File: src/rtl/mem_arbiter.sv
// mem_arbiter: serialises icache fetches and dcache reads/writes onto one RAM port.
// Optional MEMARB_STATS_EN adds icount/dcount completion counters.
module mem_arbiter #(
  parameter int ADDR_W      = 32,
  parameter int WORD_W      = 32,
  parameter int DSTREAK_MAX = 2
) (
  input  logic              CLK,
  input  logic              nRST,
  input  logic              iREN,
  input  logic [ADDR_W-1:0] iaddr,
  output logic              iwait,
  output logic [WORD_W-1:0] iload,
  input  logic              dREN,
  input  logic              dWEN,
  input  logic [ADDR_W-1:0] daddr,
  input  logic [WORD_W-1:0] dstore,
  output logic              dwait,
  output logic [WORD_W-1:0] dload,
  output logic              ramREN,
  output logic              ramWEN,
  output logic [ADDR_W-1:0] ramaddr,
  output logic [WORD_W-1:0] ramstore,
  input  logic [WORD_W-1:0] ramload,
  input  logic [1:0]        ramstate
`ifdef MEMARB_STATS_EN
  ,
  output logic [31:0]       icount,
  output logic [31:0]       dcount
`endif
);
  localparam int SW = $clog2(DSTREAK_MAX + 1);
  localparam logic [SW-1:0] SMAX = SW'(DSTREAK_MAX);
  typedef enum logic [1:0] {IDLE, IREAD, DREAD, DWRITE} state_t;
  state_t            state, next_state;
  logic [SW-1:0]     dstreak, next_dstreak;
  logic [ADDR_W-1:0] laddr, next_laddr;
  logic [WORD_W-1:0] ldata, next_ldata;
  logic              own, done;
  // state, streak counter and latched request registers
  always_ff @(posedge CLK or negedge nRST) begin
    if (!nRST) begin
      state   <= IDLE;
      dstreak <= '0;
      laddr   <= '0;
      ldata   <= '0;
    end else begin
      state   <= next_state;
      dstreak <= next_dstreak;
      laddr   <= next_laddr;
      ldata   <= next_ldata;
    end
  end
  // arbitration, completion/abort/retry handling and RAM/cache outputs
  always_comb begin
    own = (state == IREAD) ? iREN : (state == DREAD) ? dREN : (state == DWRITE) ? dWEN : 1'b0;
    done = own && (ramstate == 2'd2);
    next_state = state;
    next_dstreak = dstreak;
    next_laddr = laddr;
    next_ldata = ldata;
    ramREN = own && (state == IREAD || state == DREAD);
    ramWEN = own && (state == DWRITE);
    ramaddr = (state != IDLE) ? laddr : '0;
    ramstore = (state == DWRITE) ? ldata : '0;
    iwait = !(done && state == IREAD);
    dwait = !(done && state != IREAD);
    iload = iwait ? '0 : ramload;
    dload = dwait ? '0 : ramload;
    if (state == IDLE) begin
      if (dstreak == SMAX && iREN) begin
        next_state = IREAD;
        next_laddr = iaddr;
      end else if (dWEN) begin
        next_state = DWRITE;
        next_laddr = daddr;
        next_ldata = dstore;
      end else if (dREN) begin
        next_state = DREAD;
        next_laddr = daddr;
      end else if (iREN) begin
        next_state = IREAD;
        next_laddr = iaddr;
      end
    end else if (!own || ramstate == 2'd3) begin
      next_state = IDLE;
    end else if (done) begin
      next_state = IDLE;
      next_dstreak = (state != IREAD && iREN) ? ((dstreak == SMAX) ? dstreak : dstreak + SW'(1)) : '0;
    end
  end
`ifdef MEMARB_STATS_EN
  // completion counters, wrapping naturally at 32 bits
  always_ff @(posedge CLK or negedge nRST) begin
    if (!nRST) begin
      icount <= '0;
      dcount <= '0;
    end else begin
      icount <= icount + 32'(!iwait);
      dcount <= dcount + 32'(!dwait);
    end
  end
`endif
endmodule

File: config.mk
export PLATFORM = sky130hd
export DESIGN_NAME = mem_arbiter
export DESIGN_NICKNAME = d
export VERILOG_FILES = /design/src/rtl/mem_arbiter.sv
export SDC_FILE = /design/constraint.sdc
export NUM_CORES = 1
export LEC_CHECK = 0
export BUFFER_PORTS_ARGS = -buffer_cell sky130_fd_sc_hd__buf_4
export CORE_AREA = 2 2 105 107
export CTS_BUF_LIST = sky130_fd_sc_hd__clkbuf_8 sky130_fd_sc_hd__clkbuf_16
export CTS_CLUSTER_DIAMETER = 120
export DETAILED_ROUTE_END_ITERATION = 8
export DIE_AREA = 0 0 107 109
export PLACE_DENSITY_LB_ADDON = 0.1
export SYNTH_ARGS = -nofsm -noshare
export SYNTH_HDL_FRONTEND = slang
export SYNTH_SLANG_ARGS = --single-unit
File: constraint.sdc
create_clock -name CLK -period 6.11 [get_ports CLK]
set_input_delay 1.5275 -clock CLK [delete_from_list [all_inputs] [get_ports CLK]]
set_output_delay 1.5275 -clock CLK [all_outputs]
set_load 0.01 [all_outputs]
Word-level counts from Yosys, hierarchy flattened
Cells that the tools add are included.
{"block": "classes", "add_sub_neg": 1, "mul": 0, "div": 0, "magnitude_cmp": 0, "n_eq_ne": 9, "shifts": 0, "mux": 20, "n_bitwise": 3, "n_reduce_logical": 20}
{"operator": "32-bit 2-to-1 mux", "n": 8}
{"operator": "2-bit 2-to-1 mux", "n": 9}
{"operator": "2-bit equality test (second input constant)", "n": 5}
{"operator": "1-bit logical AND", "n": 7}
{"operator": "5-bit by 4-bit inequality test with 1-bit output (second input constant)", "n": 1}
{"operator": "2-bit AND reduction", "n": 2}
{"operator": "4-bit AND reduction", "n": 1}
{"operator": "4-bit nonzero test", "n": 1}
{"operator": "1-bit logical NOT", "n": 3}
{"operator": "1-bit 2-to-1 mux", "n": 3}
{"operator": "1-bit inverter", "n": 3}
{"operator": "3-bit AND reduction", "n": 1}
{"operator": "3-bit nonzero test", "n": 1}
{"operator": "2-bit by 1-bit adder with 2-bit output (second input constant)", "n": 1}
{"operator": "2-bit by 1-bit equality test with 1-bit output (second input constant)", "n": 1}
{"operator": "2-bit logical NOT", "n": 1}
{"operator": "1-bit logical OR", "n": 2}
{"operator": "2-bit by 1-bit inequality test with 1-bit output (second input constant)", "n": 1}
{"operator": "2-bit inequality test (second input constant)", "n": 1}
{"operator": "2-bit nonzero test", "n": 1}
{"block": "word_totals", "register_bits": 68, "latch_bits": 0, "ram_bits": 0, "romBits": 0, "in_bits": 135, "out_inout_bits": 132, "wordCells": 57, "memories": 0}

Depth between registers and ports, before layout
Gate-level depths: netlist of the first run.
{"block": "logic_depth", "ltp_word": 8, "ltp_mapped": 8, "depth_no_buf": 6}

Least setup slack after synthesis of the first run
OpenSTA, ideal clock, no wires.
{"block": "synth_path", "path_type": "input to output", "startpoint": "input dWEN", "endpoint": "output dload[22]", "arrival_ns": 2.435, "required_ns": 4.582, "slack_ns": 2.148, "path_stages": 4, "path_buffers": 1, "path_cell_list": "nand3b_1 -> a2111oi_4 -> buf_6 -> and2_1"}
{"block": "synth_between", "elab_chain_cells": 6}
{"item": "start: declaration", "line": "15", "rtl": "input logic dWEN,"}
{"item": "1-bit 2-to-1 mux (3 in a row)", "line": "56", "rtl": "own = (state == IREAD) ? iREN : (state == DREAD) ? dREN : (state == DWRITE) ? dWEN : 1'b0;"}
{"item": "1-bit logical AND", "line": "57", "rtl": "done = own && (ramstate == 2'd2);"}
{"item": "1-bit logical AND", "line": "67", "rtl": "dwait = !(done && state != IREAD);"}
{"item": "32-bit 2-to-1 mux", "line": "69", "rtl": "dload = dwait ? '0 : ramload;"}
{"item": "end: declaration", "line": "19", "rtl": "output logic [WORD_W-1:0] dload,"}
No other way between the ends.

Worst setup path after layout of the first run
{"block": "layout_path", "startpoint": "input dWEN", "endpoint": "output dload[25]"}
The elaborated chain is that of the path after synthesis.

==> summary.md, run 1 <==
| Metric | Value |
|---|---|
| GRT Resource Usage Total | 19.8% |
| Total power draw | 2260 uW |
| Drt first-iter violations | 101 |
| WP data arrival | 3310 ps |
| DR vias | 3603 |
| Drt first pass iters | 4 |
| Largest cells by area after synthesis | dfrtp_1 44%, and2_1 16%, mux2_2 9.9%, mux2i_1 8.3%, nor2b_1 5.3% |
| TritonCTS clock tree | built |
| TritonCTS Sinks | 68 |
| IR drop worst, VDD | 163 uV |
| Resize count post-CTS | 0 |
| Pwr dens | 367 mW/mm2 |
| Final Net Count | 783 |
| First-pass GRT wire length | 18000 um |
| Final hold vios | 0 |
| Die Y | 109 um |
| Syn_nets | 529 |
| Root Buffer | clkbuf_8 |
| I/O pin cnt | 267 |
| Post-Synth XOR/XNOR Area | 0% |
| Pins Over Slew Limit | 0 |
| Req. time, crit path | 4580 ps |
| Cell variety after synth | 27 |
| Crit share post-route | 79.2% |
| Largest net degree at the start of global routing | 69 |
| Post-synthesis cell area | 0.00388 mm2 |
| IO buf count | 266 |
| Worst slew pin tran | 1300 ps |
| Antenna viol nets, final | 0 |
| Finished Core Util | 58.2% |
| Crit path top cell by count | buf_4 |
| Mux contribution to synthesized area | 18.1% |
| Routed wire length per instance | 14.8 um |
| Final setup viols | 0 |
| Fin area | 0.00617 mm2 |
| Die ar. | 0.0117 mm2 |
| CTS clk-pin slew, worst paths | 70 ps |
| DR vias/cell | 4.58 |
| Ant. Diodes | 0 |
| Drt total wl | 11700 um |
| Core ar. | 0.0106 mm2 |
| Crit-path leading delay family | compound AO/OA/AOI/OAI gates |
| Setup TNS | 0 ps |
| Row count | 38 |
| Critical path capture point type | output port |
| Critical Path Max Stage Delay | 1120 ps |
| RSZ-0062 raised after global routing | false |
| RD Place Congestion | 0.814 |
| Vias in the first global route | 3425 |
| Critical path peak fanout | 33 |
| CTS Buf Count | 9 |
| Slew HR | 13.4% |
| CP max stage cell | a2111oi_4 |
| Compound-Gate Fraction of Synth Area | 6.58% |
| Post-Synth Simple-Gate Area | 25.4% |
| Buf/Inv on CP | 2 |
| Synth top area share | 43.9% |
| # hold bufs at CTS | 0 |
| Share of layout cells above drive strength 1 | 49.9% |
| Kind of critical path | primary input to output port |
| Sequential area share after synthesis | 43.9% |
| Clock buffer depth | 2 |
| Path type of the worst min-delay path | flip-flop to flip-flop |
| Synth-to-Final Area Change | 58.9% |
| Final worst slack | 1270 ps |
| Initial antenna violation count | 0 |
| Setup Slack @ Placement | 1280 ps |
| Setup Fix Bufs, Post-CTS | 0 |
| Post-DP HPWL | 8960 um |
| Main combinational cell family by area after synthesis | simple AND/OR/NAND/NOR gates |
| Fmax | 0.207 GHz |
| Post-synthesis register bit count | 68 |
| Cells along the critical path | buf_4 > nand3b_1 > a2111oi_4 > and2_1 > buf_4 |
| Synth warn | 0 |
| Initial Utilization | 36.6% |
| Most area-hungry cell type in the Yosys netlist | dfrtp_1 |
| Total gr overflow | 0 |
| Tmin final | 4840 ps |
| Post-Synth Adder-Cell Area | 1.61% |
| Max Cap Viol | 0 |
| Worst Setup Start Kind | primary input |
| Run status | complete, no violations |
| Avg Synthesized Cell Area | 9.97 um2 |
| Cells after Synth | 389 |
| Leak | 0.00326 uW |
| Skew-Pair Late Insertion Delay | 340 ps |
| Die Span X | 107 um |
| Clock Skews | 5.95 ps |
| Placed cell areas | 0.00595 mm2 |
| CTS H-Tree Depth | 3 |
| DR DRC count | 0 |
worst register-to-register path, delay by kind of cell, from the launching register on:
kind / cells / cell delay (ps)
adders and majority gates: 1 / 140
buffers and inverters: 3 / 970
DFF: 1 / 440
muxes: 1 / 300
and+or+nand+nor: 1 / 670
path summary, 6_finish.rpt:
kind | startpoint | endpoint | slack (ps) | depth (start not counted)
max in group asynchronous | nRST | laddr[25] | 4230 | 1
hold reg to reg | laddr[17] | laddr[17] | 470 | 2
setup reg to reg | state[0] | ldata[4] | 3460 | 6
min in group asynchronous | nRST | laddr[10] | 1300 | 1
setup / recovery | dWEN | dload[25] | 1270 | 5
hold / removal | laddr[17] | laddr[17] | 470 | 2
final cells by class:
cell class              count  area, um2
well taps                 140        175
repair buffers            270       2030
multi-input cells         287       2020
clock buffers               9        124
inverters                   7       26.3
flip-flops and latches     68       1700
fillers                   945       4440
clock inverters             6       88.8
routing by layer:
| layer | global-route usage [%] | routed length [um] | up-vias |
|---|---|---|---|
| li1 | - | - | 1773 |
| met4 | 7.70 | 239 | 0 |
| met1 | 23.1 | 4560 | 1644 |
| met5 | 0 | 0 | - |
| met2 | 34.9 | 5920 | 167 |
| met3 | 5.44 | 951 | 19 |
cells in the final DEF (no fill, tap or decap), types with 2 or more instances in the layout:
cell and n:
dfrtp_1 68, nor2b_1 33, clkinvlp_4 2, o21ai_0 32, and2_1 98, mux2i_1 32, nand2_1 33, a21oi_1 3
mux2_2 34, ha_1 5, clkbuf_8 9, bufinv_16 2, buf_4 270, nor2_1 5, inv_1 7
power by group:
part	internal, uW	switching, uW	total, uW
combinational	553	532	1080
sequential	675	98.8	774
clock	228	177	405
total	1460	808	2260
state kept, by name, summed over array words and instances (netlist names):
register	flops
dstreak	2
laddr	32
ldata	32
state	2
synthesized netlist by cell type:
library cell	n
nand2b_1	1
mux2i_1	32
nand2_1	33
a21oi_2	1
nor2b_1	33
buf_4	3
buf_2	7
clkbuf_1	14
nand3b_1	1
o2111ai_1	1
o31ai_1	1
nor2_1	5
buf_6	3
mux2_2	34
o21ai_0	32
o22ai_1	1
ha_1	5
and3_1	1
a31oi_1	1
a2111oi_4	1
inv_1	7
dfrtp_1	68
and2_1	98
a21oi_1	3
o21a_1	1
a211oi_1	1
nand3_1	1
logic make-up (layout without fill, tap and decap cells):
kind of cell | after synthesis | after routing
AND/OR/NAND/NOR | 173 | 173
flip-flops | 68 | 68
multiplexers | 66 | 66
AO/OA/AOI/OAI | 43 | 43
buffers and inverters | 34 | 292
adder cells (fa/ha/maj) | 5 | 5
through the flow:
| step | hold WS, ps | instances |
|---|---|---|
| after detailed placement | 463 | 772 |
| after floorplan | 442 | 389 |
| after global placement | 453 | 772 |
| after global routing | 498 | 787 |
| final | 474 | 787 |
| after CTS | 479 | 787 |
Note: power is estimated with default switching activity, not from simulation.
==> inputs of run 2 (changes only) <==
Clock period 6.11 ns to 4.7 ns, I/O delays scaled along.
==> run 2 against run 1 <==
Net effect: non-clock buffer count up 1; sequential power rose by 29%; sequential share of layout area about the same; global-route usage decreased by 0.71 points; critical path depth up 1; critical endpoint is now iload[23]; largest cell class unchanged; highest routed layer unchanged.
==> summary.md, run 2 (synthesis gave the netlist of run 1 again) <==
| Metric | Value |
|---|---|
| Largest net degree at the start of global routing | 69 (unchanged) |
| Row count | 38 (unchanged) |
| Worst Setup Start Kind | primary input |
| Vias in the first global route | 3432 (+0.20%) |
| Path type of the worst min-delay path | flip-flop to flip-flop |
| DR vias/cell | 4.49 (-1.9%) |
| Cells along the critical path | buf_4 > inv_1 > nor2_1 > and3_1 > and2_1 > buf_4 |
| Top Usage Layer GRT | met2 |
| Met1 Track Usage GR | 21.2% (-1.8 points) |
| Kind of critical path | primary input to output port |
| Clock power share | 16.7% (-1.2 points) |
| I/O pin cnt | 267 (unchanged) |
| Run status | complete, no violations |
| RSZ-0062 raised after global routing | false |
| RD Place Congestion | 0.783 (-3.8%) |
| Drt total wl | 11300 um (-3.4%) |
| First-pass GRT wire length | 17300 um (-3.9%) |
| Routed wire length per instance | 14.3 um (-3.7%) |
| Final Net Count | 784 (+0.13%) |
| Sequential share of power | 34.7% (+0.5 points) |
| Synth-to-Final Area Change | 58.9% (about the same) |
| DR DRC count | 0 (unchanged) |
| Clock buffer depth | 2 (unchanged) |
| Post-DP HPWL | 8710 um (-2.8%) |
| CTS Buf Count | 9 (unchanged) |
| Resize count post-CTS | 0 (unchanged) |
| Met3 Usage GRT | 6.22% (+0.78 points) |
| Tmin final | 3760 ps |
| DR vias | 3542 (-1.7%) |
| Combinational share of power | 48.7% (+0.8 points) |
| Antenna viol nets, final | 0 (unchanged) |
| Core ar. | 0.0106 mm2 (unchanged) |
| TritonCTS Sinks | 68 (unchanged) |
| Critical path capture point type | output port |
| Leak | 0.00326 uW (+0.24%) |
| Critical path peak fanout | 33 (unchanged) |
| Most frequent cells in the layout | 271 x buf_4, 98 x and2_1, 68 x dfrtp_1, 34 x mux2_2 |
| CP max stage cell | and3_1 |
| Initial Utilization | 36.6% (unchanged) |
| Die Span X | 107 um (unchanged) |
| Share of layout cells above drive strength 1 | 49.8% (-0.15 points) |
| Die Y | 109 um (unchanged) |
| WP data arrival | 2580 ps (-730 ps) |
| Max Cap Viol | 0 (unchanged) |
| Setup TNS | 0 ps (unchanged) |
| Critical Path Max Stage Delay | 750 ps (-370 ps) |
| IO buf count | 266 (unchanged) |
| Clock Skews | 9.31 ps (+3.36 ps) |
| Final setup viols | 0 (unchanged) |
| Total power draw | 2900 uW (+28%) |
| Min Hold Slack | 471 ps (-2.90 ps) |
| Net Sw Power | 1020 uW (+27%) |
| Net Sw Frac | 35.3% (-0.37 points) |
| Commonest non-fill, non-tap cell in the layout | buf_4 |
| Setup Fix Bufs, Post-CTS | 0 (unchanged) |
| Fmax | 0.266 GHz |
| IR drop worst, VDD | 270 uV (+66%) |
| Crit share post-route | 80.0% |
| GRT Resource Usage Total | 19.1% (-0.71 points) |
| Pins Over Slew Limit | 0 (unchanged) |
| Pwr dens | 470 mW/mm2 (+28%) |
| Top Registers | laddr (32), ldata (32) |
| CTS H-Tree Depth | 3 (unchanged) |
| Skew-Pair Late Insertion Delay | 330 ps (about the same) |
| CTS clk-pin slew, worst paths | 70 ps (about the same) |
| Die ar. | 0.0117 mm2 (unchanged) |
| Req. time, crit path | 3520 ps (-1060 ps) |
| Root Buffer | clkbuf_8 |
| Drt first-iter violations | 117 (+16%) |
| Initial antenna violation count | 0 (unchanged) |
| Ant. Diodes | 0 (unchanged) |
| # hold bufs at CTS | 0 (unchanged) |
| Slew HR | 23.7% (+10 points) |
| Drt first pass iters | 4 (unchanged) |
| Worst slew pin tran | 1140 ps (-157 ps) |
| Final hold vios | 0 (unchanged) |
| TritonCTS clock tree | built |
| Met2 Use GR | 34.1% (-0.82 points) |
| Total gr overflow | 0 (unchanged) |
| Internal | 1870 uW (+29%) |
| Crit path top cell by count | buf_4 |
## run 2: cell types whose count changed in the layout (fill, tap and decap cells not counted)
cell / change
clkinv_2: -1
bufinv_16: -1
clkbuf_8: +2
buf_4: +1
inv_1: +2
inv_6: -1
## run 2: critical path: cells and delay by family
kind                   cells  cell delay (ps)
buffers and inverters      3              270
AND/OR/NAND/NOR            3             1120
## run 2: final cells by class
cell class / count / area, um2
Tap cell: 140 / 175
Clock inverter: 5 / 52.6
Inverter: 7 / 26.3
Timing Repair Buffer: 271 / 2030
Fill cell: 934 / 4440
Sequential cell: 68 / 1700
Multi-Input combinational cell: 287 / 2020
Clock buffer: 11 / 151
## run 2: path summary, 6_finish.rpt
kind | startpoint | to | slack, ps | cells after the start
min in group asynchronous | nRST | laddr[10] | 940 | 1
max reg2reg | state[0] | ldata[4] | 1850 | 5
min | laddr[16] | laddr[16] | 470 | 2
min reg2reg | laddr[16] | laddr[16] | 470 | 2
max | ramstate[1] | iload[23] | 940 | 6
max in group asynchronous | nRST | ldata[3] | 3190 | 1
## run 2: routing by layer
| metal | vias to the layer above | routed length (um) |
|---|---|---|
| li1 | 1776 | - |
| met1 | 1595 | 4240 |
| met2 | 156 | 5760 |
| met3 | 15 | 1040 |
| met4 | 0 | 232 |
| met5 | - | 0 |
## run 2: stage by stage
step                util [%]  cells  setup WS, ps  area [um2]
floorplan                  -    389          1440        3880
global placement        56.2    773          1050        5960
detailed placement      56.2    773           952        5960
CTS                     58.1    789           953        6160
global route            58.1    789           798        6160
finish                  58.1    789           941        6160
## run 2: power by group through the flow
stage                     clock network (uW)  logic, uW  registers (uW)
after floorplan                            0        855             977
after global placement                     0       1420             998
after detailed placement                   0       1440            1020
after CTS                                508       1440            1010
after global routing                     531       1560            1050
final                                    483       1410            1000
